--- src/rtl/nco_pkg.sv ---
// Shared definitions for the NCO controller: sample width, FSM state
// encoding, quadrant codes and the saturating two's-complement negate.
package nco_pkg;

  // Default angle/sample width shared with the sine stage.
  localparam int NCO_W = 20;

  // Controller states: wait for run, pulse start, wait for done, hold result.
  typedef enum logic [1:0] {
    IDLE  = 2'd0,
    ISSUE = 2'd1,
    WAIT  = 2'd2,
    HOLD  = 2'd3
  } nco_state_t;

  // Quadrant codes taken from the top two phase bits.
  localparam logic [1:0] QUAD_0 = 2'd0;
  localparam logic [1:0] QUAD_1 = 2'd1;
  localparam logic [1:0] QUAD_2 = 2'd2;
  localparam logic [1:0] QUAD_3 = 2'd3;

  // Negate the low w bits of x as a signed w-bit value. The most negative
  // value has no positive counterpart, so it saturates to the largest
  // positive value instead of wrapping back onto itself. The result is
  // returned in the low w bits; callers truncate with a size cast.
  function automatic logic [31:0] sat_neg(input logic [31:0] x, input int w);
    logic [31:0] mask;
    logic [31:0] min_val;
    logic [31:0] max_val;
    mask    = (32'd1 << w) - 32'd1;
    min_val = 32'd1 << (w - 1);
    max_val = min_val - 32'd1;
    if ((x & mask) == min_val) begin
      return max_val;
    end
    return (~x + 32'd1) & mask;
  endfunction

endpackage

--- src/rtl/nco_ctrl_quad_fix.sv ---
// quad_fix: maps first-quadrant sine/cosine results back to the full circle
// using the quadrant of the sample's phase. Purely combinational.
module quad_fix
  import nco_pkg::*;
#(
  parameter int W = NCO_W
) (
  input  logic [1:0]   q,
  input  logic [W-1:0] sin_z0,
  input  logic [W-1:0] cos_z0,
  output logic [W-1:0] sin_fix,
  output logic [W-1:0] cos_fix
);

  logic [W-1:0] sin_neg;
  logic [W-1:0] cos_neg;

  assign sin_neg = W'(sat_neg(32'(sin_z0), W));
  assign cos_neg = W'(sat_neg(32'(cos_z0), W));

  // Rotate the first-quadrant pair by q * 90 degrees.
  always_comb begin
    sin_fix = sin_z0;
    cos_fix = cos_z0;
    case (q)
      QUAD_0: begin
        sin_fix = sin_z0;
        cos_fix = cos_z0;
      end
      QUAD_1: begin
        sin_fix = cos_z0;
        cos_fix = sin_neg;
      end
      QUAD_2: begin
        sin_fix = sin_neg;
        cos_fix = cos_neg;
      end
      QUAD_3: begin
        sin_fix = cos_neg;
        cos_fix = sin_z0;
      end
      default: begin
        sin_fix = sin_z0;
        cos_fix = cos_z0;
      end
    endcase
  end

endmodule

--- src/rtl/nco_ctrl.sv ---
// nco_ctrl: phase accumulator and request/response sequencer for an
// external first-quadrant sine stage, with quadrant correction of the
// returned samples and a valid/ready output handshake.
// Optional build macro NCO_CTRL_TIMEOUT_EN adds a WAIT-state watchdog that
// sets a sticky err flag and abandons the sample when done never arrives;
// without it, WAIT waits indefinitely and err is tied low.
module nco_ctrl
  import nco_pkg::*;
#(
  parameter int W       = NCO_W,
  parameter int TIMEOUT = 64
) (
  input  logic         clock,
  input  logic         reset,
  input  logic         run,
  input  logic [W-1:0] freq_word,
  output logic [W-1:0] z0,
  output logic         start,
  input  logic         done,
  input  logic [W-1:0] cos_z0,
  input  logic [W-1:0] sin_z0,
  output logic [W-1:0] cos_out,
  output logic [W-1:0] sin_out,
  output logic         out_valid,
  input  logic         out_ready,
  output logic         err
);

  nco_state_t   state;
  nco_state_t   next_state;
  logic [W-1:0] phase;
  logic [1:0]   q;
  logic [W-1:0] sin_fix;
  logic [W-1:0] cos_fix;
  logic         timeout_hit;

  // The quadrant of the sample in flight; phase only moves when done is
  // accepted, so q stays tied to the angle that was issued.
  assign q = phase[W-1:W-2];

  quad_fix #(
    .W(W)
  ) u_quad_fix (
    .q      (q),
    .sin_z0 (sin_z0),
    .cos_z0 (cos_z0),
    .sin_fix(sin_fix),
    .cos_fix(cos_fix)
  );

  assign start     = (state == ISSUE);
  assign out_valid = (state == HOLD);

`ifdef NCO_CTRL_TIMEOUT_EN
  localparam int CW = $clog2(TIMEOUT + 1);

  logic [CW-1:0] wait_cnt;
  logic          err_q;

  // wait_cnt holds the number of cycles since start while in WAIT, so the
  // watchdog fires on the cycle that makes err visible TIMEOUT cycles after
  // start. A done arriving in that same cycle still wins.
  assign timeout_hit = (state == WAIT) && !done && (wait_cnt == CW'(TIMEOUT - 1));
  assign err         = err_q;

  // Watchdog counter and sticky error flag, cleared only by reset.
  always_ff @(posedge clock or negedge reset) begin
    if (!reset) begin
      wait_cnt <= '0;
      err_q    <= 1'b0;
    end else begin
      if (state == ISSUE) begin
        wait_cnt <= CW'(1);
      end else if (state == WAIT) begin
        wait_cnt <= wait_cnt + CW'(1);
      end
      if (timeout_hit) begin
        err_q <= 1'b1;
      end
    end
  end
`else
  assign timeout_hit = 1'b0;
  assign err         = 1'b0;
`endif

  // Next-state logic; once issued, a sample always completes regardless of run.
  always_comb begin
    next_state = state;
    case (state)
      IDLE: begin
        if (run) begin
          next_state = ISSUE;
        end
      end
      ISSUE: begin
        next_state = WAIT;
      end
      WAIT: begin
        if (done) begin
          next_state = HOLD;
        end else if (timeout_hit) begin
          next_state = IDLE;
        end
      end
      HOLD: begin
        if (out_ready) begin
          next_state = run ? ISSUE : IDLE;
        end
      end
      default: begin
        next_state = IDLE;
      end
    endcase
  end

  // State register.
  always_ff @(posedge clock or negedge reset) begin
    if (!reset) begin
      state <= IDLE;
    end else begin
      state <= next_state;
    end
  end

  // Angle launch, result capture and phase advance. z0 is loaded on entry to
  // ISSUE so it is stable while start is high and until the next issue.
  always_ff @(posedge clock or negedge reset) begin
    if (!reset) begin
      phase   <= '0;
      z0      <= '0;
      cos_out <= '0;
      sin_out <= '0;
    end else begin
      if (next_state == ISSUE) begin
        z0 <= {2'b00, phase[W-3:0]};
      end
      if ((state == WAIT) && done) begin
        phase   <= phase + freq_word;
        cos_out <= cos_fix;
        sin_out <= sin_fix;
      end
    end
  end

endmodule

--- config.mk ---
export PLATFORM = sky130hd
export DESIGN_NAME = nco_ctrl
export DESIGN_NICKNAME = d
export VERILOG_FILES = /design/src/rtl/nco_pkg.sv /design/src/rtl/nco_ctrl_quad_fix.sv /design/src/rtl/nco_ctrl.sv
export SDC_FILE = /design/constraint.sdc
export NUM_CORES = 1
export LEC_CHECK = 0
export CAP_MARGIN = 0
export CELL_PAD_IN_SITES_DETAIL_PLACEMENT = 1
export CELL_PAD_IN_SITES_GLOBAL_PLACEMENT = 1
export CORE_ASPECT_RATIO = 0.7
export CORE_MARGIN = 1.5
export CORE_UTILIZATION = 36
export CTS_BUF_LIST = sky130_fd_sc_hd__clkbuf_8
export DETAILED_ROUTE_END_ITERATION = 10
export GPL_TIMING_DRIVEN = 0
export PLACE_DENSITY = 0.87
export SLEW_MARGIN = 30
export SYNTH_ARGS = -nofsm -noshare
export SYNTH_HDL_FRONTEND = slang
export SYNTH_HIERARCHICAL = 1
export SYNTH_SLANG_ARGS = --single-unit
--- constraint.sdc ---
create_clock -name clock -period 2.4 [get_ports clock]
set_input_delay 0.24 -clock clock [delete_from_list [all_inputs] [get_ports clock]]
set_output_delay 0.24 -clock clock [all_outputs]
set_load 0.01 [all_outputs]
Word level (Yosys, flattened, before mapping):

Cells that the tools add are included.

* mux-type cells: 13
* bitwise logic cells: 2
* reductions and logical operators: 3
* eq/ne operators: 9
* $add $sub $neg: 3

Operator list (number)
* 20-bit one-hot mux with 4 select lines: 2
* 20-bit two-way mux: 4
* 20-bit by 1-bit adder with 20-bit output, second input constant: 2
* 20-bit == test, second input constant: 2
* 20-bit inverter: 2
* 20-bit adder: 1
* 2-bit == test, second input constant: 4
* 2-bit one-hot mux with 4 select lines: 1
* 2-bit by 1-bit == test with 1-bit output, second input constant: 3
* 2-bit two-way mux: 3
* 2-bit zero test: 2
* 1-bit two-way mux: 3
* 1-bit logical AND: 1

* logic and storage cells: 35
* flip-flop bits (word level): 80
* output and inout bits: 63

Logic depth before layout (Yosys ltp):

Gate-level depths: netlist (run 1).

* depth after elaboration: 4
* mapped depth: 10
* gate-level depth less buffers: 9

Modules after synthesis:

Netlist (run 1), hierarchy kept.

Modules (own cells, without submodules)
* nco_ctrl: cells an instance 333, sequential area each 2001.9 µm², instances 1, area an instance 3993.8 µm²
* quad_fix: cells an instance 338, sequential area each 0.0 µm², instances 1, area an instance 2047.0 µm²

Worst setup path after synthesis (run 1):

OpenSTA, ideal clock, no wires.

* path type: reg2reg
* from: register phase[0]
* to: register phase[18]
* slack: -96 ps
* library setup time: 121 ps
* period minus slack after synthesis: 2496 ps
* stages on the path, launching flop included: 10
* arrival: 2376 ps
* path through: dfrtp_1 > ha_1 > fa_1 > a21o_1 > a221o_2 > a311oi_4 > nor3_2 > nor4_2 > xor2_1 > o21ai_1

* word-level cells in the longest chain between the ends: 1

Ends and longest elaborated chain
* start: declaration: line nco_ctrl.sv:31 `logic [W-1:0] phase;`
* start signal: assignment: line nco_ctrl.sv:139 `phase <= phase + freq_word;`
* 20-bit adder: line nco_ctrl.sv:139

No other way between the ends.
A chain may end at the register's enable or synchronous reset.

Worst setup path after layout (run 1):

* from: register phase[0]
* to: register phase[16]

Same word-level chain as after synthesis.

==> results.ini, run 1 <==
[outcome]
result_of_the_run = complete, but fails checks
violations = negative setup slack

[synthesis]
yosys.area.top_type_share_pct = 33.14
syn-mean-instance-area_um2 = 9.003
synth_seq_area_share_pct = 33.14
yosys_most_used_dff = sky130_fd_sc_hd__dfrtp_1
netlist_top_cells_area = sky130_fd_sc_hd__dfrtp_1 (33%), sky130_fd_sc_hd__mux2_2 (12%), sky130_fd_sc_hd__o21ai_0 (4.6%)
synth_top_cells_by_count = sky130_fd_sc_hd__dfrtp_1 (80), sky130_fd_sc_hd__mux2_2 (62), sky130_fd_sc_hd__nand2_1 (58)
synth_edf_count = 0
synth_cells = 671
yosys.cell_types.count = 73
synth_register_bits = 80
synthesis.area_mm2 = 0.006041
post-synth-top-count-cell = sky130_fd_sc_hd__dfrtp_1
synth_async_sr_flop_share_pct = 100.0
yosys.area.top_type = sky130_fd_sc_hd__dfrtp_1
yosys_warnings = 6

[worst_setup_path]
worstPathBufferInverterCount = 1
critical-path-max-stage-delay_ns = 0.42
cp_slowest_cell = sky130_fd_sc_hd__dfrtp_1
crit_path_end_kind = register
cp_top_family = compound AO/OA/AOI/OAI gates
critical_path.cell_chain = ha_4, fa_2, a21o_1, a221o_2, a22oi_2, buf_6, o311ai_4, o32ai_2, xor2_1, o21ai_1
crit_fanout = 3
critical_path_class = reg -> reg
cp_data_arrival_time_ns = 2.80
wp_data_required_ns = 2.67
start_kind = register

[detailed_routing]
route.detailed.drc = 0
vias_post_dr = 6411
topRoutingLayerUsed = met4
dr_wl_met2_mm = 10.19
drtIter0Drc = 665
met3_wirelength_mm = 2.276
avgRoutedWirePerCell_um = 22.68
detailed_route_wire_length_mm = 24.09
routedLengthMet1_mm = 11.08
route.antenna.remaining_nets = 0
viasPerCell = 6.037
detailedRoute.firstPassIterationCount = 5

[global_routing]
global_route.overflow_total = 0
pin_count_of_the_biggest_net_entering_global_routing = 47
first_pass_grt_wire_length_mm = 36.97
grt_pass1_vias = 6484
grt_antenna_before_repair = 1
groute.usage.overall_pct = 27.65

[place]
port-buffer-count = 121
numPlacedInstances = 1020
routability_cong = 0.9919
detailed_place_hpwl_mm = 17.47

[cells_and_area]
finalCoreUtilization_pct = 51.50
non_filler_instance_count_after_layout = 1062
final_net_count = 918
layout-drive-gt1-share_pct = 24.76
synthToLayoutAreaGrowth_pct = 39.35

[clock_network]
cts.reportedPaths.clkPinSlew_ns = 0.09
clock_tree.buffer_depth = 2
cts-buffers-inserted = 9
cts-root-buf = sky130_fd_sc_hd__clkbuf_8
insertion_delay_ns = 0.39
cts.sink_count = 80
tritoncts_clock_tree = built
cts_htree_levels = 3

[sta]
endpoints_failing_setup = 5
final.period_utilization_pct = 105.2
grt_setup_unrepaired = yes
post-route-worst-setup-slack_ns = -0.1254
finClkSkew_ns = 0.01914
hold_violations = 0
max_clock_freq_ghz = 0.3960
tightestPinTransition_ns = 0.7984
drv_slew = 0
relSlewSlack_pct = 46.77
finalCriticalPeriod_ns = 2.525

[hold_path]
worstHoldPathType = in -> async

[floorplanning]
dieHeight_um = 111.4
fp.coreArea_mm2 = 0.01635
die_area_mm2 = 0.01758
std_cell_rows = 39
starting_utilization_of_the_core_area_pct = 36.95
die_w_um = 157.8
io-pin-count = 128

[power]
total_power_uw = 10340
p_leak_uw = 0.003416
power.density_mw_per_mm2 = 1228
vdd_ir_max_v = 0.0005764

[job]
drv.max_cap_violation_count = 0

-- layer usage --
| layer | up-vias | GRT usage (%) |
|---|---|---|
| met5 | - | 0 |
| met4 | 0 | 8.302 |
| met3 | 48 | 7.552 |
| met2 | 300 | 39.82 |
| met1 | 3190 | 40.05 |
| li1 | 2873 | - |
-- worst register-to-register path: cells and delay by family, from the launching register on --
family,cells,cell delay [ns]
adder cells (fa/ha/maj),2,0.52
XOR/XNOR,1,0.18
AO/OA/AOI/OAI,6,1.17
flip-flops,1,0.42
buffers and inverters,1,0.14
-- cells in the final DEF, fill, tap and decap left out, drive strengths merged, types with 5 or more instances in the layout --
master,instances
a31oi,9
o22ai,14
nor4,11
xor2,9
a21oi,53
o32ai,5
and3,6
clkbuf,39
ha,21
a22oi,5
nor3,19
o211ai,8
nand4,9
nand2b,5
nor4b,5
or4,5
o21a,8
o21ai,60
a21o,7
xnor2,12
a211oi,6
mux2i,11
o221ai,8
nand2,58
dlygate4sd2,12
nor2,34
nand3,18
mux2,62
buf,43
inv,12
clkdlybuf4s50,99
dfrtp,80
o31ai,8
or3,12
dlymetal6s2s,8
-- cell type report --
type | instances | area (um2)
inverter | 11 | 41.29
fill | 1873 | 7929
buffer | 43 | 245.2
multi-input combinational | 537 | 4140
sequential | 80 | 2002
antenna | 1 | 2.502
clock buffer | 10 | 137.6
timing repair buffer | 149 | 1453
tap | 225 | 281.5
clock inverter | 6 | 115.1
-- sequential cells by signal, summed over array words and instances, names as in the netlist --
name,count
sin_out,20
phase,20
z0,18
state,2
cos_out,20
-- final timing paths --
| check | depth (start not counted) | slack [ns] | startpoint | end |
|---|---|---|---|---|
| worst max-delay path | 10 | -0.13 | phase[0] | phase[16] |
| worst min-delay path | 2 | 0.31 | reset | z0[3] |
| worst max register to register | 10 | -0.13 | phase[0] | phase[16] |
| worst min register to register | 1 | 0.51 | sin_out[16] | sin_out[16] |
| max in group asynchronous | 3 | 1.53 | reset | phase[13] |
| min in group clock | 2 | 0.47 | out_ready | state[1] |
-- stage by stage --
stage          setup TNS [ns]  instance area [um2]  setup WS, ns  hold WS (ns)
2_1_floorplan        -0.02182                 6066      -0.02182      -0.05559
3_3_place_gp          -200.13                 7559        -1.867        0.4876
3_5_place_dp           -54.41                 7587        -1.616        0.1581
4_1_cts               -0.4971                 8172       -0.1295        0.3121
5_1_grt                -1.295                 8416       -0.2787        0.3373
6_report              -0.4835                 8418       -0.1254        0.3115
-- power by group --
group / switching [uW] / internal [uW] / leakage (uW)
clock network: 589 / 726 / 0.000123
logic: 3440 / 3100 / 0.00233
registers: 458 / 2030 / 0.000963
total: 4490 / 5850 / 0.00342
-- what timing repair did --
item | in CTS | in global routing
setup endpoints to repair | 46 | 57
hold endpoints to repair | 34 | 0
pin swaps | 18 | 12
gates resized for setup | 60 | 59
hold buffers | 1 | 0
buffers inserted | 18 | 8
-- logic make-up after synthesis --
logic type	synth area share (%)
AOI/OAI and AO/OA	23.30
and+or+nand+nor	17.96
DFF	33.14
muxes	13.38
buffers and inverters	4.432
adders and majority gates	4.681
xor gates and xnor gates	3.045
other	0.06208
Power figures use the tool's default switching activity.
==> run 2: changes to the inputs <==
--- a/config.mk
+++ b/config.mk
@@ -15,7 +15,7 @@
 export DETAILED_ROUTE_END_ITERATION = 10
 export GPL_TIMING_DRIVEN = 0
 export PLACE_DENSITY = 0.87
-export SLEW_MARGIN = 30
+export SLEW_MARGIN = 10
 export SYNTH_ARGS = -nofsm -noshare
 export SYNTH_HDL_FRONTEND = slang
 export SYNTH_HIERARCHICAL = 1
==> results.ini, run 2 (synthesized netlist as in run 1, its figures left out) <==
[cells_and_area]
finalCoreUtilization_pct = 51.34
final_net_count = 922
layout_common_cells = sky130_fd_sc_hd__clkdlybuf4s50_1 (97), sky130_fd_sc_hd__dfrtp_1 (80), sky130_fd_sc_hd__mux2_2 (62)
layout-drive-gt1-share_pct = 25.24
num_antenna_cells = 0
non_filler_instance_count_after_layout = 1065
top_regs = cos_out (20), phase (20), sin_out (20)
mostFrequentLayoutCell = sky130_fd_sc_hd__clkdlybuf4s50_1
fillCellCount = 1886
synthToLayoutAreaGrowth_pct = 38.92

[global_routing]
groute.layer.met2.usage_pct = 39.50
pin_count_of_the_biggest_net_entering_global_routing = 47
groute.usage.overall_pct = 27.62
grt_antenna_before_repair = 0
grt.met3_usage_pct = 8.447
first_pass_grt_wire_length_mm = 36.90
gr-usage-met1_pct = 39.81
gr-max-usage-layer = met1
grt_pass1_vias = 6482
global_route.overflow_total = 0

[worst_setup_path]
wp_data_required_ns = 2.64
cp_slowest_cell = sky130_fd_sc_hd__dfrtp_1
critical_path_class = reg -> reg
critical_path.cell_chain = ha_2, fa_2, a21o_1, a221o_2, a22oi_2, o311ai_4, a21oi_1, xor2_1, o21ai_0
timing.reg2reg.setup_slack_ns = -0.13
cp_data_arrival_time_ns = 2.77
rr_worst_depth = 9
r2r_end = phase[14]
start_kind = register
crit_fanout = 3
crit_path_end_kind = register
r2r-start = phase[0]
critical-path-max-stage-delay_ns = 0.40

[place]
detailed_place_hpwl_mm = 17.46
port-buffer-count = 121
routability_cong = 0.9919
numPlacedInstances = 1020

[floorplanning]
io-pin-count = 128
fp.coreArea_mm2 = 0.01635
starting_utilization_of_the_core_area_pct = 36.95
die_w_um = 157.8
std_cell_rows = 39
dieHeight_um = 111.4
die_area_mm2 = 0.01758

[detailed_routing]
drtIter0Drc = 583
detailed_route_wire_length_mm = 24.37
avgRoutedWirePerCell_um = 22.88
viasPerCell = 6.057
route.detailed.drc = 0
vias_post_dr = 6451
detailedRoute.firstPassIterationCount = 5
route.antenna.remaining_nets = 0

[outcome]
violations = negative setup slack
result_of_the_run = complete, but fails checks

[clock_network]
clock_tree.buffer_depth = 2
cts-root-buf = sky130_fd_sc_hd__clkbuf_8
insertion_delay_ns = 0.39
cts_htree_levels = 3
cts.sink_count = 80
cts-buffers-inserted = 9
cts.reportedPaths.clkPinSlew_ns = 0.11
tritoncts_clock_tree = built

[hold_path]
worstHoldPathType = in -> async

[sta]
final.period_utilization_pct = 105.5
tightestPinTransition_ns = 0.8547
relSlewSlack_pct = 43.02
endpoints_failing_setup = 5
drv_slew = 0
grt_setup_unrepaired = yes
finalCriticalPeriod_ns = 2.532
post-route-worst-setup-slack_ns = -0.1318
max_clock_freq_ghz = 0.3950
hold_violations = 0
finClkSkew_ns = 0.01514

[power]
total_power_uw = 10050
p_leak_uw = 0.003433
vdd_ir_max_v = 0.0005056
power.density_mw_per_mm2 = 1198

[job]
drv.max_cap_violation_count = 0

## run 2: layout make-up
type                    count  area [um2]  area share, %
plain buffers              43       241.5          2.878
clock buffers              10       137.6          1.640
clock inverters             6       67.56         0.8051
inverters                  11       41.29         0.4920
multi-input cells         537        4138          49.31
flip-flops and latches     80        2002          23.86
well taps                 225       281.5          3.355
repair buffers            153        1483          17.67
## run 2: metal layers
metal	part of all wire, %	routed length, um
met1	45	11040
met2	43	10430
met3	10	2432
met4	1.9	462
met5	0	0
## run 2: metrics by stage
| step | hold slack [ns] | TNS, ns | instance area [um2] | setup slack [ns] |
|---|---|---|---|---|
| after floorplan | -0.05559 | -0.02182 | 6066 | -0.02182 |
| after global placement | 0.4876 | -200.13 | 7559 | -1.867 |
| after detailed placement | 0.2350 | -54.55 | 7584 | -1.619 |
| after CTS | 0.3579 | -0.4175 | 8143 | -0.1383 |
| after global routing | 0.4017 | -1.401 | 8392 | -0.2647 |
| final | 0.3605 | -0.5343 | 8392 | -0.1318 |
## run 2: worst max-delay path, delay by kind of cell (launching register included)
kind | cells | cell delay [ns]
compound gates | 6 | 1.28
xor+xnor | 1 | 0.18
flops | 1 | 0.40
fa+ha+maj | 2 | 0.54
## run 2: what timing repair did
item / 4_1_cts / 5_1_grt
gates cloned: 1 / 0
resized for setup: 63 / 59
hold buffers: 1 / 0
buffers inserted: 20 / 9
pin swaps: 20 / 11
endpoints found under the setup margin: 46 / 57
hold endpoints to repair: 34 / 0
## run 2: power breakdown
part,switching [uW],internal (uW),total [uW]
Combinational,3420,3050,6470
Clock,590,513,1100
Sequential,454,2030,2480
## run 2: worst max-delay path by stage
| stage | startpoint | end | slack [ns] | depth (start not counted) |
|---|---|---|---|---|
| 2_1_floorplan | phase[0] | phase[16] | -0.02 | 9 |
| 3_3_place_gp | reset | sin_out[10] | -1.87 | 1 |
| 3_5_place_dp | sin_z0[0] | cos_out[5] | -1.62 | 11 |
| 4_1_cts | phase[0] | phase[14] | -0.14 | 9 |
| 5_1_grt | phase[0] | phase[16] | -0.26 | 9 |
| 6_report | phase[0] | phase[14] | -0.13 | 9 |
